**config.mk**
```make
export PLATFORM = sky130hd
export DESIGN_NAME = store_log_fifo
export DESIGN_NICKNAME = d
export VERILOG_FILES = /design/src/rtl/mem_check_pkg.sv /design/src/rtl/store_log_fifo.sv
export SDC_FILE = /design/constraint.sdc
export NUM_CORES = 1
export LEC_CHECK = 0
export BUFFER_PORTS_ARGS = -buffer_cell sky130_fd_sc_hd__buf_2
export CAP_MARGIN = 30
export CORE_UTILIZATION = 60
export DETAILED_ROUTE_END_ITERATION = 10
export PLACE_DENSITY = 0.79
export SETUP_SLACK_MARGIN = 0.02
export SLEW_MARGIN = 10
export SYNTH_ARGS = -nofsm -noshare
export SYNTH_HDL_FRONTEND = slang
export SYNTH_SLANG_ARGS = --single-unit
```
**constraint.sdc**
```tcl
create_clock -name clk -period 12.5 [get_ports clk]
set_input_delay 3.75 -clock clk [delete_from_list [all_inputs] [get_ports clk]]
set_output_delay 3.75 -clock clk [all_outputs]
set_load 0.02 [all_outputs]
```
**src/rtl/mem_check_pkg.sv**
```systemverilog
// Shared types and default constants for the store-stream checker and its store log.
package mem_check_pkg;

  typedef enum logic [2:0] {
    ST_RUN          = 3'd0,
    ST_PASS         = 3'd1,
    ST_FAIL_DATA    = 3'd2,
    ST_FAIL_ADDR    = 3'd3,
    ST_FAIL_TIMEOUT = 3'd4
  } chk_status_t;

  typedef struct packed {
    logic [31:0] addr;
    logic [31:0] data;
  } store_rec_t;

  localparam logic [31:0] DEF_PASS_ADDR  = 32'd84;
  localparam logic [31:0] DEF_PASS_DATA  = 32'd7;
  localparam logic [31:0] DEF_ALLOW_ADDR = 32'd80;

endpackage

```
**src/rtl/store_log_fifo.sv**
```systemverilog
// First-word fall-through FIFO of store records with a sticky drop flag.
module store_log_fifo
  import mem_check_pkg::*;
#(
  parameter int DEPTH = 8
) (
  input  logic       clk,
  input  logic       rst,
  input  logic       push,
  input  store_rec_t push_data,
  input  logic       pop,
  output store_rec_t head,
  output logic       empty,
  output logic       full,
  output logic       overflow
);

  localparam int AW = $clog2(DEPTH);

  store_rec_t      mem_q [DEPTH];
  logic [AW-1:0]   wr_ptr_q, wr_ptr_d, rd_ptr_q, rd_ptr_d;
  logic [AW:0]     count_q, count_d;
  logic            ovf_q, ovf_d;
  logic            pop_ok, push_ok;

  assign empty    = (count_q == '0);
  assign full     = (count_q == (AW+1)'(DEPTH));
  assign overflow = ovf_q;
  // Head reads as zero when empty so the output is clean straight after reset.
  assign head     = empty ? '0 : mem_q[rd_ptr_q];

  always_comb begin
    pop_ok   = pop && !empty;
    push_ok  = push && (!full || pop_ok);
    wr_ptr_d = wr_ptr_q;
    rd_ptr_d = rd_ptr_q;
    count_d  = count_q;
    ovf_d    = ovf_q | (push && !push_ok);
    if (push_ok) wr_ptr_d = wr_ptr_q + 1'b1;
    if (pop_ok)  rd_ptr_d = rd_ptr_q + 1'b1;
    if (push_ok && !pop_ok)      count_d = count_q + 1'b1;
    else if (!push_ok && pop_ok) count_d = count_q - 1'b1;
  end

  always_ff @(posedge clk) begin
    if (rst) begin
      wr_ptr_q <= '0;
      rd_ptr_q <= '0;
      count_q  <= '0;
      ovf_q    <= 1'b0;
    end else begin
      wr_ptr_q <= wr_ptr_d;
      rd_ptr_q <= rd_ptr_d;
      count_q  <= count_d;
      ovf_q    <= ovf_d;
    end
  end

  always_ff @(posedge clk) begin
    if (push_ok) mem_q[wr_ptr_q] <= push_data;
  end

endmodule

```
==> metrics <==
Ys Warns 0; FF-to-FF End count_q[3]$_SDFFE_PP0P_; Routability Congestion about 0.7; flops & latches, synth approximately 530; Critical Path Slowest Stage Cell dfxtp_4; crit start category register; drt drc 0; HPWL Detailed a little over 20 mm; Place WS between 5 and 6 ns; CP Cell Sequence buf_16 > buf_4 > buf_16 > mux4_2 > mux2i_1 > nor2_1 > buf_2; skew final ~0.033 ns; largest net degree at the start of global routing between 50 and 60; Worst Path Buf+Inv 4; WL/cell roughly 25 um; maximum vdd ir drop approximately 0.16 mV; Required @ worst endpoint between 8 and 9 ns; first-pass GRT wire length 57.4 mm; Via density 6.03; Mean Syn Cell Area 22.7 um2; Final ANT Viol Nets 0; max frequency 143 MHz; Leakage roughly 0.0073 uW; # IOs 135; crit path kind register to output port; clock sinks between 500 and 600; logic depth of the worst setup path including buffers 7; crit path DAT ~3.2 ns; Placed Cells roughly 1400; Critical Path Sink Type output port; PD cells just over 200 mW/mm2; Post-CTS Setup Bufs 0; initial antenna violation count 7; Crit path largest cell delay around 0.62 ns; Core ar. 0.0328 mm2; total track usage a little under a quarter; vias in the first global route between 9000 and 10000; Chip Width ~190 um; H-tree levels 2; Via Count ~9200; crit-path most repeated cell buf_16; asr flop ratio synth 0%; Final Setup Violations 0; Initial DRC Count roughly 660; Critical Path End head[49]; Hold Buf Count CTS 0; Max clock buf depth 3; share of the synthesized area in the top cell type roughly three quarters; die area 0.0343 mm2; Root Buffer clkbuf_16; Top delay family on crit path buffers and inverters; Resized cells post-CTS 0; reg2reg setup slack around 9.3 ns; sequential area share after synthesis a little under 80%; slew margin rel. 38.8%; crit share post-route between 50% and 60%; top post-synthesis cells by area edfxtp_1, mux4_2, mux2i_1; Routed WL between 30 and 40 mm; HP Class register to register; IO buf count roughly 130; Crit Path Max Fanout 36; Syn Nets 960; setup_tns 0 ns; Worst Reg2Reg Path Length in Cells 10; Synth cell types 29; initial core utilization about three fifths; maximum capacitance violations 0; Clock Pin Slew Worst Setup and Hold Paths 0.06 ns; RSZ-0062 raised after global routing false; share of cells above drive strength 1 around a third; minimum clock period roughly 7 ns; Hold Violations, Final 0; Std-Cell Rows 66; post-layout net count ~1100; area grow syn2layout 13.7%; Post-Syn Instances around 890; dominant cell type by area after synthesis edfxtp_1; Die H between 150 and 200 um; slack of the critical path about 5.5 ns; status finished, final reports clean; ys flop type edfxtp_1; Overflow after GRT 0; Initial DRT Pass Iterations 5; Post-Syn Area 0.0201 mm2; Post-Layout Cell Count between 1500 and 2000; Clock Latency Late Sink around 0.58 ns; Hold Worst Slack ~0.46 ns; reg2reg start count_q[1]$_SDFFE_PP0P_; CTS tree yes; Worst-Margin Slew slightly above 0.9 ns; EDFF count, synth approximately 500; Pins Over Slew Limit 0; total CTS buffers between 40 and 50
Yosys cell counts (all sizes together), types with 2 or more instances:
cell,instances
buf,38
nor3,4
inv,3
nand2b,3
nor4,2
xnor2,2
nor2,81
mux2i,66
ha,5
dfxtp,14
mux4,128
a21oi,4
clkbuf,6
nand2,4
xor2,4
edfxtp,512
cell families after synthesis:
family	after synthesis	synth area share [%]
simple gates	98	2.00
flops	526	77.8
fa+ha+maj	6	0.411
buf+inv	47	1.51
compound gates	8	0.286
mux	195	17.7
xor+xnor	6	0.261
metal layers:
metal	up-vias	wire length, um	track usage, %
li1	4001	-	-
met5	-	34	0
met3	68	2640	4.40
met4	6	943	7.50
met1	4848	15100	31.2
met2	320	19500	38.7
layout by cell type, fill, tap and decap left out, types with 5 or more instances in the layout:
master,synthesis,routed
mux2i_1,66,66
mux4_2,128,128
buf_2,24,134
clkbuf_1,6,9
ha_1,5,5
buf_4,2,21
clkbuf_16,0,49
clkinv_1,0,11
nor2_1,81,78
dfxtp_1,14,11
edfxtp_1,512,512
clkinv_2,0,12
metrics by stage:
stage / util (%) / power (uW) / instance area, um2
finish: 69.7 / 4640 / 22900
global route: 69.7 / 4840 / 22800
CTS: 69.6 / 4680 / 22800
detailed placement: 65.1 / 3320 / 21300
global placement: 64.9 / 3290 / 21300
floorplan: - / 3010 / 20100
how the worst min path moves through the flow:
stage	cells past startpoint	to	from	slack, ns
global placement	2	overflow$_SDFF_PP0_	overflow$_SDFF_PP0_	0.44
floorplan	2	register	rd_ptr_q[2]$_SDFFE_PP0N_	0.48
global route	2	overflow$_SDFF_PP0_	overflow$_SDFF_PP0_	0.52
detailed placement	2	overflow$_SDFF_PP0_	overflow$_SDFF_PP0_	0.45
finish	2	overflow$_SDFF_PP0_	overflow$_SDFF_PP0_	0.46
CTS	2	overflow$_SDFF_PP0_	overflow$_SDFF_PP0_	0.47
state kept, by name, indices dropped and copies added (netlist names), named ones only:
signal and cells:
wr_ptr_q 3, rd_ptr_q 3, count_q 4, mem_q 512
overflow 1
power breakdown:
part / switching [uW] / internal (uW)
Clock: 606 / 761
Sequential: 59.6 / 2030
Combinational: 664 / 526
worst register-to-register path, delay by kind of cell (launching register included):
| family | cells | cell delay (ns) |
|---|---|---|
| buffers and inverters | 2 | 0.79 |
| muxes | 1 | 0.34 |
| DFF | 1 | 0.37 |
| and+or+nand+nor | 2 | 0.62 |
| AOI/OAI and AO/OA | 3 | 0.45 |
| adders and majority gates | 2 | 0.52 |
cell type report:
| type | count | area (um2) |
|---|---|---|
| sequential | 526 | 15700 |
| fill | 1987 | 9930 |
| multi-input combinational | 313 | 4210 |
| clock buffer | 58 | 1260 |
| timing repair buffer | 159 | 938 |
| tap | 442 | 553 |
| clock inverter | 29 | 210 |
| inverter | 3 | 11.3 |
| antenna | 4 | 10.0 |
Power figures use the tool's default switching activity.
